## src/rtl/uart_pkg.sv

```systemverilog
// rtl/uart_pkg.sv - shared UART types, constants and baud helper
// Contents: uart_rx_state_e (receiver FSM states), UART_DATA_BITS,
// clks_per_bit(freq, baud) for deriving the oversampling divisor.
package uart_pkg;

    localparam int UART_DATA_BITS = 8;

    typedef enum logic [2:0] {
        IDLE   = 3'd0,
        START  = 3'd1,
        DATA   = 3'd2,
        PARITY = 3'd3,
        STOP   = 3'd4
    } uart_rx_state_e;

    function automatic int clks_per_bit(input int freq, input int baud);
        return freq / baud;
    endfunction

endpackage

```

## src/rtl/uart_rx_if.sv

```systemverilog
// rtl/uart_rx_if.sv - received-byte interface between uart_rx and its consumer
// Signals: io_data_valid (1-cycle byte strobe), io_data_packet (last good byte),
// framing_error / parity_error (1-cycle error strobes).
// Modports: master (uart_rx drives), slave (consumer, e.g. uart_decoder).
interface uart_rx_if;
    import uart_pkg::*;

    logic                      io_data_valid;
    logic [UART_DATA_BITS-1:0] io_data_packet;
    logic                      framing_error;
    logic                      parity_error;

    modport master (
        output io_data_valid,
        output io_data_packet,
        output framing_error,
        output parity_error
    );

    modport slave (
        input io_data_valid,
        input io_data_packet,
        input framing_error,
        input parity_error
    );

endinterface

```

## src/rtl/uart_sync.sv

```systemverilog
// rtl/uart_sync.sv - two-flop synchronizer for an asynchronous 1-bit input
// Ports: clk, reset_n (async active-low), d (async input), q (synchronized).
// Parameter RESET_VAL: value both flops take in reset (idle level of the input).
module uart_sync #(
    parameter logic RESET_VAL = 1'b1
) (
    input  logic clk,
    input  logic reset_n,
    input  logic d,
    output logic q
);

    logic meta;

    always_ff @(posedge clk or negedge reset_n) begin
        if (!reset_n) begin
            meta <= RESET_VAL;
            q    <= RESET_VAL;
        end else begin
            meta <= d;
            q    <= meta;
        end
    end

endmodule

```

## src/rtl/uart_rx.sv

```systemverilog
// rtl/uart_rx.sv - oversampling UART receiver, 8N1 (8E1 with UART_RX_PARITY_EN)
// Ports: clk, reset_n (async active-low), rx (async serial line, idle high),
// io (uart_rx_if.master: io_data_valid, io_data_packet, framing_error, parity_error).
// Macro UART_RX_PARITY_EN: adds an even-parity bit after the data bits and
// makes parity_error live; without it parity_error is constant 0.
module uart_rx
    import uart_pkg::*;
#(
    parameter int CLK_FREQ_HZ = 40_000_000,
    parameter int BAUD_RATE   = 115_200
) (
    input  logic        clk,
    input  logic        reset_n,
    input  logic        rx,
    uart_rx_if.master   io
);

    localparam int CLKS_PER_BIT = clks_per_bit(CLK_FREQ_HZ, BAUD_RATE);
    localparam int CNT_W        = $clog2(CLKS_PER_BIT);

    // Counter reload values: the counter runs down to 0 and the sample is
    // taken on the 0 cycle, so a load of N-1 spaces samples N cycles apart.
    localparam logic [CNT_W-1:0] HALF_LOAD = CNT_W'(CLKS_PER_BIT / 2 - 1);
    localparam logic [CNT_W-1:0] FULL_LOAD = CNT_W'(CLKS_PER_BIT - 1);

    if (CLKS_PER_BIT < 4) begin : g_bad_divisor
        $error("uart_rx: CLK_FREQ_HZ / BAUD_RATE must be at least 4");
    end

    logic rx_s;
    logic rx_prev;
    logic start_edge;

    uart_sync #(.RESET_VAL(1'b1)) u_sync (
        .clk     (clk),
        .reset_n (reset_n),
        .d       (rx),
        .q       (rx_s)
    );

    always_ff @(posedge clk or negedge reset_n) begin
        if (!reset_n) begin
            rx_prev <= 1'b1;
        end else begin
            rx_prev <= rx_s;
        end
    end

    // Only a high-to-low transition starts a frame, so a line stuck low
    // (break, or the tail of a bad stop bit) cannot retrigger.
    assign start_edge = rx_prev & ~rx_s;

    uart_rx_state_e            state;
    logic [CNT_W-1:0]          cnt;
    logic [2:0]                bit_idx;
    logic [UART_DATA_BITS-1:0] shift;
    logic                      valid_q;
    logic [UART_DATA_BITS-1:0] packet_q;
    logic                      ferr_q;
    logic                      par_ok;

`ifdef UART_RX_PARITY_EN
    logic par_bit;
    logic perr_q;

    // Even parity: data bits plus parity bit must XOR to 0.
    assign par_ok = ~(^{shift, par_bit});
`else
    assign par_ok = 1'b1;
`endif

    always_ff @(posedge clk or negedge reset_n) begin
        if (!reset_n) begin
            state    <= IDLE;
            cnt      <= '0;
            bit_idx  <= '0;
            shift    <= '0;
            valid_q  <= 1'b0;
            packet_q <= '0;
            ferr_q   <= 1'b0;
`ifdef UART_RX_PARITY_EN
            par_bit  <= 1'b0;
            perr_q   <= 1'b0;
`endif
        end else begin
            valid_q <= 1'b0;
            ferr_q  <= 1'b0;
`ifdef UART_RX_PARITY_EN
            perr_q  <= 1'b0;
`endif
            case (state)
                IDLE: begin
                    bit_idx <= '0;
                    if (start_edge) begin
                        cnt   <= HALF_LOAD;
                        state <= START;
                    end
                end

                START: begin
                    if (cnt != '0) begin
                        cnt <= cnt - CNT_W'(1);
                    end else if (rx_s) begin
                        // Line back high at mid start bit: noise, not a frame.
                        state <= IDLE;
                    end else begin
                        cnt   <= FULL_LOAD;
                        state <= DATA;
                    end
                end

                DATA: begin
                    if (cnt != '0) begin
                        cnt <= cnt - CNT_W'(1);
                    end else begin
                        shift   <= {rx_s, shift[UART_DATA_BITS-1:1]};
                        bit_idx <= bit_idx + 3'd1;
                        cnt     <= FULL_LOAD;
                        if (bit_idx == 3'd7) begin
`ifdef UART_RX_PARITY_EN
                            state <= PARITY;
`else
                            state <= STOP;
`endif
                        end
                    end
                end

`ifdef UART_RX_PARITY_EN
                PARITY: begin
                    if (cnt != '0) begin
                        cnt <= cnt - CNT_W'(1);
                    end else begin
                        par_bit <= rx_s;
                        cnt     <= FULL_LOAD;
                        state   <= STOP;
                    end
                end
`endif

                STOP: begin
                    if (cnt != '0) begin
                        cnt <= cnt - CNT_W'(1);
                    end else begin
                        // Leave at mid stop bit so a following start edge
                        // half a bit later is already being watched for.
                        state <= IDLE;
                        if (!rx_s) begin
                            ferr_q <= 1'b1;
                        end
`ifdef UART_RX_PARITY_EN
                        if (!par_ok) begin
                            perr_q <= 1'b1;
                        end
`endif
                        if (rx_s && par_ok) begin
                            packet_q <= shift;
                            valid_q  <= 1'b1;
                        end
                    end
                end

                default: begin
                    state <= IDLE;
                end
            endcase
        end
    end

    assign io.io_data_valid  = valid_q;
    assign io.io_data_packet = packet_q;
    assign io.framing_error  = ferr_q;
`ifdef UART_RX_PARITY_EN
    assign io.parity_error   = perr_q;
`else
    assign io.parity_error   = 1'b0;
`endif

endmodule

```

## src/flat_wrapper.sv

```systemverilog
// flat-port wrapper written by rule: the top's interface ports become plain ports
module uart_rx_flat import uart_pkg::*;
#(
    parameter int CLK_FREQ_HZ = 40_000_000,
    parameter int BAUD_RATE   = 115_200
)
  (clk, reset_n, rx, io_io_data_valid, io_io_data_packet, io_framing_error, io_parity_error);
  uart_rx_if io_i ();
  input  logic clk;
  input  logic reset_n;
  input  logic rx;
  output wire logic [$bits(io_i.io_data_valid)-1:0] io_io_data_valid;
  output wire logic [$bits(io_i.io_data_packet)-1:0] io_io_data_packet;
  output wire logic [$bits(io_i.framing_error)-1:0] io_framing_error;
  output wire logic [$bits(io_i.parity_error)-1:0] io_parity_error;
  assign io_io_data_valid = io_i.io_data_valid;
  assign io_io_data_packet = io_i.io_data_packet;
  assign io_framing_error = io_i.framing_error;
  assign io_parity_error = io_i.parity_error;
  uart_rx #(.CLK_FREQ_HZ(CLK_FREQ_HZ), .BAUD_RATE(BAUD_RATE)) u_core (.clk(clk), .reset_n(reset_n), .rx(rx), .io(io_i));
endmodule
```

## config.mk

```make
export PLATFORM = sky130hd
export DESIGN_NAME = uart_rx_flat
export DESIGN_NICKNAME = d
export VERILOG_FILES = /design/src/rtl/uart_pkg.sv /design/src/rtl/uart_rx_if.sv /design/src/rtl/uart_sync.sv /design/src/rtl/uart_rx.sv /design/src/flat_wrapper.sv
export SDC_FILE = /design/constraint.sdc
export NUM_CORES = 1
export LEC_CHECK = 0
export CAP_MARGIN = 15
export CORE_MARGIN = 4
export CORE_UTILIZATION = 51
export DETAILED_ROUTE_END_ITERATION = 10
export PLACE_DENSITY = 0.7
export SYNTH_ARGS = -nofsm -noshare
export SYNTH_HDL_FRONTEND = slang
export SYNTH_HIERARCHICAL = 1
export SYNTH_SLANG_ARGS = --single-unit
```

## constraint.sdc

```tcl
create_clock -name clk -period 2.2 [get_ports clk]
set_input_delay 0.44 -clock clk [delete_from_list [all_inputs] [get_ports clk]]
set_output_delay 0.44 -clock clk [all_outputs]
set_load 0.05 [all_outputs]
```

==> impl_results.md <==
- Outcome: finished clean
- #FFs+latches synth: 36
- Arrival time at the worst endpoint: 2440 ps
- CP endpoint kind: register
- Die span in y: 66.8 um
- Post-route setup slack: around 12 ps
- Largest net degree at the start of global routing: 37
- H-tree Lvls: 2
- Max cap viols: 0
- Clock-pin slew on the worst setup and hold paths: about 120 ps
- CP max stage delay: 540 ps
- Vias in the first global route: approximately 1200
- CTS root buf: clkbuf_4
- CP Launch Type: register
- Final hold vios: 0
- Place WS: -129 ps
- Sequential area share after synthesis: 0.514
- Worst setup path class: register to register
- Period utilisation layout: 0.995
- First-iteration detailed-routing DRC count: 66
- CTS Sinks: 36
- ANT cells: 0
- Leak Pwr: around 0.00094 uW
- Clk Latency, worst-skew pair: ~350 ps
- Gr usage total: 0.188
- Die Area: 4460 um2
- CTS tree: built
- Crit-path slowest cell: or4b_4
- Max VDD drop: between 700 and 800 uV
- RSZ-0062 raised after global routing: yes
- Die X: around 67 um
- Initial core utilization: 0.528
- Vias/cell: 5.70
- First-pass GRT wire length: approximately 6 mm
- CTS Buf Count: 5
- Hold Path Class: register to register
- Crit path max fanout: 6
- Top FF cell, synth: dfrtp_1
- # setup viols final: 0
- Gpl congestion: about 0.9
- Relative slew slack: 0.652
- Routed length per instance: approximately 16 um
- Min Hold Slack: 367 ps
- Slew @ Worst Pin: 520 ps
- Via count: approximately 1300
- Synth warn: 6
- Buffers added on ports: 12
- Initial antenna violation count: 0
- Min Tclk post-route: around 2200 ps
- Cells after Synth: ~150
- WL final: around 3.6 mm
- # nets final: between 150 and 200
- EDFF count, synth: 0
- Async set-reset flop share out of synthesis: 1.00
- Cell Count Post-Placement: between 200 and 250
- Max Buffers Root-to-Sink: 2
- DRT Pass-1 Iters: 4
- Max Fclk: 0.457 GHz
- Syn avg cell area: roughly 12 um2
- Layout area overhead: 25.7%
- Library cells used by synthesis: 46
- Synthesized area: ~1800 um2
- DRC: 0
- Syn Nets: ~160
- IO Count: 14
- Grt total ovfl: 0
- Final HPWL DP: 2.47 mm
- Pwr dens: about 830 nW/um2
- Finished Layout Cells: 230
- Critical Path RT: roughly 2500 ps
- Share of layout cells above drive strength 1: 0.348
- Max Slew Vio Count: 0
- ANT nets after route: 0
- Setup Skew: between 10 and 15 ps
- Core box area: 3340 um2
- Core Rows: 21
- CP cell instances: inv_2, ha_4, or4b_4, buf_6, nor4_4, buf_4, mux2_2
-- layout make-up --
| type | instances | area, um2 |
|---|---|---|
| Multi-Input combinational cell | 101 | 846 |
| Fill cell | 264 | 1120 |
| Tap cell | 46 | 57.6 |
| Inverter | 5 | 18.8 |
| Timing Repair Buffer | 34 | 305 |
| Clock buffer | 5 | 37.5 |
| Clock inverter | 3 | 42.5 |
| Sequential cell | 36 | 905 |
-- critical path, delay by kind of cell, from the launching register on --
kind	cells	cell delay, ps
AND/OR/NAND/NOR	2	730
multiplexers	1	330
flip-flops	1	410
adder cells (fa/ha/maj)	1	160
buffers and inverters	3	470
-- kinds of logic after synthesis --
family	share of synthesized area
other cells	0.00213
fa+ha+maj	0.0270
flops	0.514
simple gates	0.166
buf+inv	0.0391
mux	0.127
xor+xnor	0.00995
compound gates	0.116
-- registers in the layout (all words and copies together) (netlist names) --
signal                    count
u_core/state                  3
u_core/io.io_data_packet      8
u_core/u_sync/q               1
u_core/u_sync/meta            1
u_core/bit_idx                3
u_core/cnt                    9
u_core/rx_prev                1
u_core/io.framing_error       1
u_core/shift                  8
u_core/io.io_data_valid       1
-- synthesized netlist by cell type (3+ instances only) --
| cell type | number | area [um2] |
|---|---|---|
| dfrtp_1 | 33 | 826 |
| mux2_2 | 18 | 203 |
| nor3_1 | 12 | 60.1 |
| nor2_1 | 6 | 22.5 |
| a21oi_1 | 5 | 25.0 |
| inv_1 | 5 | 18.8 |
| o211ai_1 | 5 | 37.5 |
| a22o_1 | 4 | 35.0 |
| buf_4 | 4 | 30.0 |
| a32o_1 | 3 | 30.0 |
| dfstp_2 | 3 | 78.8 |
| ha_1 | 3 | 37.5 |
| nand3_1 | 3 | 15.0 |
| o21ai_0 | 3 | 15.0 |
-- layout by cell type (no fill, tap or decap), types with 2 or more instances in the layout --
cell             count
a21oi_1              5
a22o_1               4
a32o_1               3
and2_1               2
buf_4               19
buf_6                2
clkbuf_4             5
clkdlybuf4s50_1     12
dfrtp_1             33
dfstp_2              3
ha_1                 2
inv_1                3
inv_2                2
mux2_2              13
mux2_4               5
mux2i_1              2
nand2_1              2
nand2b_1             2
nand3_1              3
nor2_1               6
nor3_1              11
nor3b_1              2
o211ai_1             5
o21ai_0              3
o31ai_1              2
or2_2                2
or3_1                2
-- per-stage QoR --
stage               total power [uW]  cell area (um2)  TNS (ps)  utilization
floorplan                       1100             1770         0            -
global placement                1240             2050      -100        0.613
detailed placement              1260             2050     -1590        0.613
CTS                             1770             2160         0        0.648
global route                    1930             2210     -65.2        0.663
finish                          1830             2210         0        0.663
-- metal layers --
layer  part of all wire  track usage  vias up
met1               0.47        0.256      648
met3              0.041       0.0523        7
met2               0.48        0.282       26
li1                   -            -      631
met5                  0            0        -
met4              0.011       0.0736        0
-- worst paths after layout --
kind / from / to / slack (ps) / cells after the start
max in group asynchronous: reset_n / u_core/u_sync/meta$_DFF_PN1_ / 1380 / 2
min in group asynchronous: reset_n / u_core/cnt[5]$_DFFE_PN0P_ / 490 / 2
setup / recovery: u_core/cnt[1]$_DFFE_PN0P_ / u_core/shift[4]$_DFFE_PN0P_ / 10 / 7
hold / removal: u_core/u_sync/meta$_DFF_PN1_ / u_core/u_sync/q$_DFF_PN1_ / 370 / 0
setup reg to reg: u_core/cnt[1]$_DFFE_PN0P_ / u_core/shift[4]$_DFFE_PN0P_ / 10 / 7
hold reg to reg: u_core/u_sync/meta$_DFF_PN1_ / u_core/u_sync/q$_DFF_PN1_ / 370 / 0
-- power by group --
part           internal, uW  total (uW)  switching, uW
logic                   285         568            283
registers               729         794           65.7
clock network           237         466            229
-- repair_timing --
action	4_1_cts	5_1_grt
hold buffers	0	0
buffers inserted	0	3
cloned	1	0
endpoints found under the setup margin	25	16
endpoints found under the hold margin	0	0
gates resized for setup	7	8
(Power assumes the default switching activity.)
